### config.mk
export PLATFORM = sky130hd
export DESIGN_NAME = rveval_soc
export DESIGN_NICKNAME = d
export VERILOG_FILES = /design/src/rtl/rveval_soc.sv
export SDC_FILE = /design/constraint.sdc
export NUM_CORES = 1
export LEC_CHECK = 0
export ABC_CLOCK_PERIOD_IN_PS = 4150
export CORE_AREA = 8 8 166 168
export CTS_CLUSTER_DIAMETER = 150
export DETAILED_ROUTE_END_ITERATION = 8
export DIE_AREA = 0 0 174 176
export PLACE_DENSITY_LB_ADDON = 0.08
export SYNTH_ARGS = -nofsm -noshare
export SYNTH_HDL_FRONTEND = slang
export SYNTH_SLANG_ARGS = --single-unit
export TNS_END_PERCENT = 5
### constraint.sdc
create_clock -name clk -period 4.15 [get_ports clk]
set_input_delay 0.6225 -clock clk [delete_from_list [all_inputs] [get_ports clk]]
set_output_delay 0.6225 -clock clk [all_outputs]
set_load 0.02 [all_outputs]
### src/rtl/rveval_soc.sv
// RVEVAL-2 SoC shell: 8N1 UART receiver echoing through a FIFO to the transmitter,
// sticky status flags and counters on gpio_o, and a PDM density meter.
module rveval_soc #(
    parameter int unsigned CLKS_PER_BIT    = 50,
    parameter int unsigned FIFO_DEPTH      = 16,
    parameter int unsigned PDM_WINDOW      = 256,
    parameter int unsigned TX_CLKS_PER_BIT = CLKS_PER_BIT
) (
    input  logic        clk,
    input  logic        reset,
    input  logic        clk_pdm,
    input  logic        pdm_input,
    input  logic [31:0] gpio_i,
    output logic [31:0] gpio_o,
    output logic        uart_tx,
    input  logic        uart_rx
);

    localparam int unsigned RCW = $clog2(CLKS_PER_BIT);
    localparam int unsigned TCW = $clog2(TX_CLKS_PER_BIT);
    localparam int unsigned AW  = $clog2(FIFO_DEPTH);
    localparam int unsigned SW  = $clog2(PDM_WINDOW);
    localparam int unsigned PW  = ($clog2(PDM_WINDOW + 1) > 9) ? $clog2(PDM_WINDOW + 1) : 9;

    localparam logic [RCW-1:0] RX_LAST  = RCW'(CLKS_PER_BIT - 1);
    localparam logic [RCW-1:0] RX_HALF  = RCW'(CLKS_PER_BIT / 2 - 1);
    localparam logic [TCW-1:0] TX_LAST  = TCW'(TX_CLKS_PER_BIT - 1);
    localparam logic [SW-1:0]  PDM_LAST = SW'(PDM_WINDOW - 1);

    typedef enum logic [1:0] {RxIdle, RxStart, RxData, RxStop} rx_state_e;
    typedef enum logic [1:0] {TxIdle, TxStart, TxData, TxStop} tx_state_e;

    rx_state_e      rx_state;
    logic           rx_meta, rx_sync, rx_prev;
    logic [RCW-1:0] rx_cnt;
    logic [2:0]     rx_bit;
    logic [7:0]     rx_shift;
    logic [7:0]     last_byte;
    logic [7:0]     rx_count;
    logic           rx_done, push, ferr_set, ovf_set;
    logic           ovf_flag, ferr_flag;

    tx_state_e      tx_state;
    logic [TCW-1:0] tx_cnt;
    logic [2:0]     tx_bit;
    logic [7:0]     tx_shift;
    logic           pop;

    logic [7:0]     fifo_mem [FIFO_DEPTH];
    logic [AW:0]    wr_ptr, rd_ptr;
    logic           fifo_full, fifo_empty, fifo_wr;
    logic [7:0]     fifo_head;

    logic           pclk_meta, pclk_sync, pclk_prev, pdat_meta, pdat_sync, pdm_edge;
    logic [SW-1:0]  samp_cnt;
    logic [PW-1:0]  ones_cnt, ones_next;
    logic [7:0]     pdm_sat, pdm_level;

    logic           unused_gpio;
    assign unused_gpio = ^gpio_i[31:1];

    // ---------------- UART receiver ----------------
    assign rx_done  = (rx_state == RxStop) && (rx_cnt == RX_LAST);
    assign push     = rx_done && rx_sync;
    assign ferr_set = rx_done && !rx_sync;

    always_ff @(posedge clk or posedge reset) begin
        if (reset) begin
            rx_meta   <= 1'b1;
            rx_sync   <= 1'b1;
            rx_prev   <= 1'b1;
            rx_state  <= RxIdle;
            rx_cnt    <= '0;
            rx_bit    <= '0;
            rx_shift  <= '0;
            last_byte <= '0;
            rx_count  <= '0;
        end else begin
            rx_meta <= uart_rx;
            rx_sync <= rx_meta;
            rx_prev <= rx_sync;
            case (rx_state)
                RxIdle: begin
                    if (!rx_sync && rx_prev) begin
                        rx_state <= RxStart;
                        rx_cnt   <= '0;
                    end
                end
                RxStart: begin
                    if (rx_cnt == RX_HALF) begin
                        rx_cnt   <= '0;
                        rx_bit   <= '0;
                        rx_state <= rx_sync ? RxIdle : RxData;
                    end else begin
                        rx_cnt <= rx_cnt + RCW'(1);
                    end
                end
                RxData: begin
                    if (rx_cnt == RX_LAST) begin
                        rx_cnt   <= '0;
                        rx_shift <= {rx_sync, rx_shift[7:1]};
                        rx_bit   <= rx_bit + 3'd1;
                        if (rx_bit == 3'd7) rx_state <= RxStop;
                    end else begin
                        rx_cnt <= rx_cnt + RCW'(1);
                    end
                end
                RxStop: begin
                    if (rx_cnt == RX_LAST) begin
                        rx_cnt   <= '0;
                        rx_state <= RxIdle;
                        if (rx_sync) begin
                            last_byte <= rx_shift;
                            rx_count  <= rx_count + 8'd1;
                        end
                    end else begin
                        rx_cnt <= rx_cnt + RCW'(1);
                    end
                end
                default: rx_state <= RxIdle;
            endcase
        end
    end

    // ---------------- Echo FIFO ----------------
    assign fifo_empty = (wr_ptr == rd_ptr);
    assign fifo_full  = (wr_ptr[AW] != rd_ptr[AW]) && (wr_ptr[AW-1:0] == rd_ptr[AW-1:0]);
    assign fifo_head  = fifo_mem[rd_ptr[AW-1:0]];
    // A pop in the same cycle frees the slot, so a push into a full FIFO still lands.
    assign fifo_wr    = push && (!fifo_full || pop);
    assign ovf_set    = push && fifo_full && !pop;

    always_ff @(posedge clk) begin
        if (fifo_wr) fifo_mem[wr_ptr[AW-1:0]] <= rx_shift;
    end

    always_ff @(posedge clk or posedge reset) begin
        if (reset) begin
            wr_ptr <= '0;
            rd_ptr <= '0;
        end else begin
            if (fifo_wr) wr_ptr <= wr_ptr + (AW+1)'(1);
            if (pop)     rd_ptr <= rd_ptr + (AW+1)'(1);
        end
    end

    always_ff @(posedge clk or posedge reset) begin
        if (reset) begin
            ovf_flag  <= 1'b0;
            ferr_flag <= 1'b0;
        end else begin
            ovf_flag  <= ovf_set  | (ovf_flag  & ~gpio_i[0]);
            ferr_flag <= ferr_set | (ferr_flag & ~gpio_i[0]);
        end
    end

    // ---------------- UART transmitter ----------------
    // Popping at the end of the stop bit chains frames with no idle gap.
    assign pop = !fifo_empty &&
                 ((tx_state == TxIdle) || ((tx_state == TxStop) && (tx_cnt == TX_LAST)));

    always_ff @(posedge clk or posedge reset) begin
        if (reset) begin
            tx_state <= TxIdle;
            uart_tx  <= 1'b1;
            tx_cnt   <= '0;
            tx_bit   <= '0;
            tx_shift <= '0;
        end else begin
            case (tx_state)
                TxIdle: begin
                    if (pop) begin
                        tx_shift <= fifo_head;
                        uart_tx  <= 1'b0;
                        tx_cnt   <= '0;
                        tx_state <= TxStart;
                    end
                end
                TxStart: begin
                    if (tx_cnt == TX_LAST) begin
                        tx_cnt   <= '0;
                        tx_bit   <= '0;
                        uart_tx  <= tx_shift[0];
                        tx_shift <= {1'b0, tx_shift[7:1]};
                        tx_state <= TxData;
                    end else begin
                        tx_cnt <= tx_cnt + TCW'(1);
                    end
                end
                TxData: begin
                    if (tx_cnt == TX_LAST) begin
                        tx_cnt <= '0;
                        tx_bit <= tx_bit + 3'd1;
                        if (tx_bit == 3'd7) begin
                            uart_tx  <= 1'b1;
                            tx_state <= TxStop;
                        end else begin
                            uart_tx  <= tx_shift[0];
                            tx_shift <= {1'b0, tx_shift[7:1]};
                        end
                    end else begin
                        tx_cnt <= tx_cnt + TCW'(1);
                    end
                end
                TxStop: begin
                    if (tx_cnt == TX_LAST) begin
                        tx_cnt <= '0;
                        if (pop) begin
                            tx_shift <= fifo_head;
                            uart_tx  <= 1'b0;
                            tx_state <= TxStart;
                        end else begin
                            tx_state <= TxIdle;
                        end
                    end else begin
                        tx_cnt <= tx_cnt + TCW'(1);
                    end
                end
                default: tx_state <= TxIdle;
            endcase
        end
    end

    // ---------------- PDM density meter ----------------
    assign pdm_edge  = pclk_sync && !pclk_prev;
    assign ones_next = ones_cnt + PW'(pdat_sync);
    assign pdm_sat   = (ones_next > PW'(255)) ? 8'hFF : ones_next[7:0];

    always_ff @(posedge clk or posedge reset) begin
        if (reset) begin
            pclk_meta <= 1'b0;
            pclk_sync <= 1'b0;
            pclk_prev <= 1'b0;
            pdat_meta <= 1'b0;
            pdat_sync <= 1'b0;
            samp_cnt  <= '0;
            ones_cnt  <= '0;
            pdm_level <= '0;
        end else begin
            pclk_meta <= clk_pdm;
            pclk_sync <= pclk_meta;
            pclk_prev <= pclk_sync;
            pdat_meta <= pdm_input;
            pdat_sync <= pdat_meta;
            if (pdm_edge) begin
                if (samp_cnt == PDM_LAST) begin
                    pdm_level <= pdm_sat;
                    samp_cnt  <= '0;
                    ones_cnt  <= '0;
                end else begin
                    samp_cnt <= samp_cnt + SW'(1);
                    ones_cnt <= ones_next;
                end
            end
        end
    end

    assign gpio_o = {pdm_level, 6'b0, ferr_flag, ovf_flag, rx_count, last_byte};

endmodule

==> flow_summary.yaml <==
cts:
  holdBufCountCts: 0
  post-cts-setup-buffers: 0
  numCtsBuffers: 25
  h-tree-depth: 1
  cts_tree: "yes"
  cts_root_buffer: "clkbuf_16"
  clock_sinks: 228
  clk_path_buf_depth: 3
  clk_pin_slew_worst_paths_ps: 60
  post_cts_resized: 0
  insertion_delay_ps: 520
cells_and_area:
  areaGrowthSynthToFinish_pct: 14.82
  fin_nets: 770
  fin_util_pct: 45.16
  diodes: 0
  layout-drive-gt1-share_pct: 16.03
outcome:
  status: "complete, no violations"
synth:
  yosys.area.top_type_share_pct: 39.37
  ys_ff_latch: 228
  synth_cell_type_count: 63
  ys_top_cells_by_area: "edfxtp_1 (39%), dfrtp_1 (25%), mux4_2 (4.4%)"
  synthCells: 663
  synth_area_mm2: 0.009762
  async_flop_share_pct: 43.86
  yosysSeqAreaShare_pct: 65.06
  ys.flop_type: "edfxtp_1"
  synth_edf_count: 128
  yosys.cell_count.top_type: "edfxtp_1"
  yosys.area.top_type: "edfxtp_1"
  synth_commonest_cells: "edfxtp_1 (128), dfrtp_1 (96), nand2_1 (50)"
  syn_avg_cell_area_um2: 14.72
  ys_warn_count: 0
timing:
  fmax_ghz: 0.3518
  finalCritPeriodShare_pct: 68.50
  finalHoldViolations: 0
  skew_ps: 21.98
  drv_slew: 0
  setup_viol: 0
  fin_tns_setup_ps: 0
  maxSlewHeadroom_pct: 41.82
  rsz0062_at_grt: "false"
  fin_ws_ps: 1307
  fin_crit_ps: 2843
  worst_slew_pin_slew_ps: 867.5
grt:
  grt_pass1_vias: 5586
  grt_max_degree: 62
  gr-total-overflow: 0
  grt_util_all_layers_pct: 12.81
  grt_pass1_wl_um: 31240
  antenna_found_initial: 0
routing:
  drtIter0Drc: 350
  vias_per_cell: 5.131
  detail-route-antenna-nets: 0
  routed.top_layer: "met4"
  met2WireLength_um: 9257
  post_drt_wl_per_cell_um: 18.47
  wl_met1_um: 9190
  routed-via-count: 5439
  wl_met3_um: 835
  firstDrtPassIters: 4
  wirelength_um: 19570
  remaining_drc_errors: 0
critical_path:
  arrival_ps: 2980
  slowest_stage: "dfrtp_1"
  crit_family: "simple AND/OR/NAND/NOR gates"
  path_cells: "xor2_1 -> nor4_4 -> a311oi_4 -> nand2_1 -> nor2_1"
  critical_path_class: "flip-flop to flip-flop"
  start_kind: "flip-flop"
  crit_path_end_kind: "flip-flop"
  rrSetupSlack_ps: 1310
  max_stage_delay_ps: 740
  crit_required_ps: 4290
  cp_max_fo: 17
  path_buf_inv: 0
floorplan:
  pin_count: 70
  die_x_um: 174
  die_h_um: 176
  floorplan.die_area_mm2: 0.03062
  std_cell_rows: 58
  start_util_pct: 39.33
  core_mm2: 0.02482
pwr:
  vdd_drop_max_uv: 277.9
  finalPower_mw: 6.144
  p_leak_nw: 4.416
  p_per_area_mw_per_mm2: 548.2
placement:
  place.gp.congestion: 0.7436
  hpwl_um: 12770
  pre_cts_ws_ps: 1236
  portBuffers: 32
hold_path:
  min_path_type: "flip-flop to flip-flop"
job:
  max_cap_violations: 0
## cells by family after synthesis
family / count (synthesis) / share of synthesized area (%)
flops: 228 / 65.06
simple gates: 142 / 7.306
compound gates: 94 / 6.909
mux: 77 / 11.57
buf+inv: 64 / 3.153
xor+xnor: 35 / 3.140
fa+ha+maj: 22 / 2.820
other cells: 1 / 0.03841
## state kept, by name (all words and copies together), names as in the netlist, 5 cells and up, named ones only
signal and flops:
wr_ptr 5, samp_cnt 8, ones_cnt 9, rd_ptr 5, tx_cnt 6, fifo_mem 128, pdm_level 8, tx_shift 8
rx_count 8, rx_cnt 6, rx_shift 8, last_byte 8
## layout make-up
| cell class | count | area (um^2) |
|---|---|---|
| clock buffers | 38 | 704.4 |
| clock inverters | 8 | 47.55 |
| fillers | 2224 | 13610 |
| inverters | 30 | 115.1 |
| multi-input cells | 376 | 3122 |
| flip-flops and latches | 228 | 6351 |
| well taps | 330 | 412.9 |
| repair buffers | 50 | 455.4 |
## per-layer routing
metal | GRT usage (%) | vias up
li1 | - | 2564
met1 | 17.18 | 2763
met2 | 21.03 | 86
met3 | 2.820 | 26
met4 | 3.028 | 0
met5 | 0 | -
## worst paths after layout
check / cells past startpoint / startpoint / to
hold reg to reg: 0 / pclk_meta / pclk_sync
max in group asynchronous: 3 / reset / rx_prev
setup / recovery: 5 / rd_ptr[3] / fifo_mem[4][3]
setup reg to reg: 5 / rd_ptr[3] / fifo_mem[4][3]
hold / removal: 0 / pclk_meta / pclk_sync
min in group asynchronous: 2 / reset / rx_count[6]
## worst reg2reg max path: stages (launching register included)
cell      delay, ps
dfrtp_1         740
xor2_1          290
nor4_4          130
a311oi_4        450
nand2_1         230
nor2_1          620
## stage by stage
step                      hold WS [ps]  std cells  cell area, um^2
after global routing             359.0       1060            11210
after CTS                        357.3       1060            11210
after detailed placement         336.3       1014            10460
final                            354.8       1060            11210
after floorplan                  331.2        668             9781
after global placement           333.7       1014            10460
## power by group
| group | switching (mW) | total (mW) | internal (mW) |
|---|---|---|---|
| Clock | 0.862 | 2.03 | 1.17 |
| Sequential | 0.140 | 2.67 | 2.53 |
| Combinational | 0.815 | 1.44 | 0.622 |
| Total | 1.82 | 6.14 | 4.33 |
## layout by cell type, fill, tap and decap left out, types with 5 or more instances in the layout
cell and count:
o211ai_1 8, mux4_2 19, edfxtp_1 128, xnor2_1 21
o21ai_0 31, and3_1 8, a31oi_1 5, dfrtp_1 96
xor2_1 14, mux2_2 30, a221oi_1 7, mux2i_1 21
nand4_1 12, buf_4 18, nor2_1 30, inv_1 29
nor3_1 7, a21oi_1 12, clkdlybuf4s50_1 32, clkbuf_16 25
clkbuf_1 10, conb_1 6, ha_1 22, nand2_1 50
nand3_1 11, clkinv_2 6, mux4_1 5
Power figures use the tool's default switching activity.
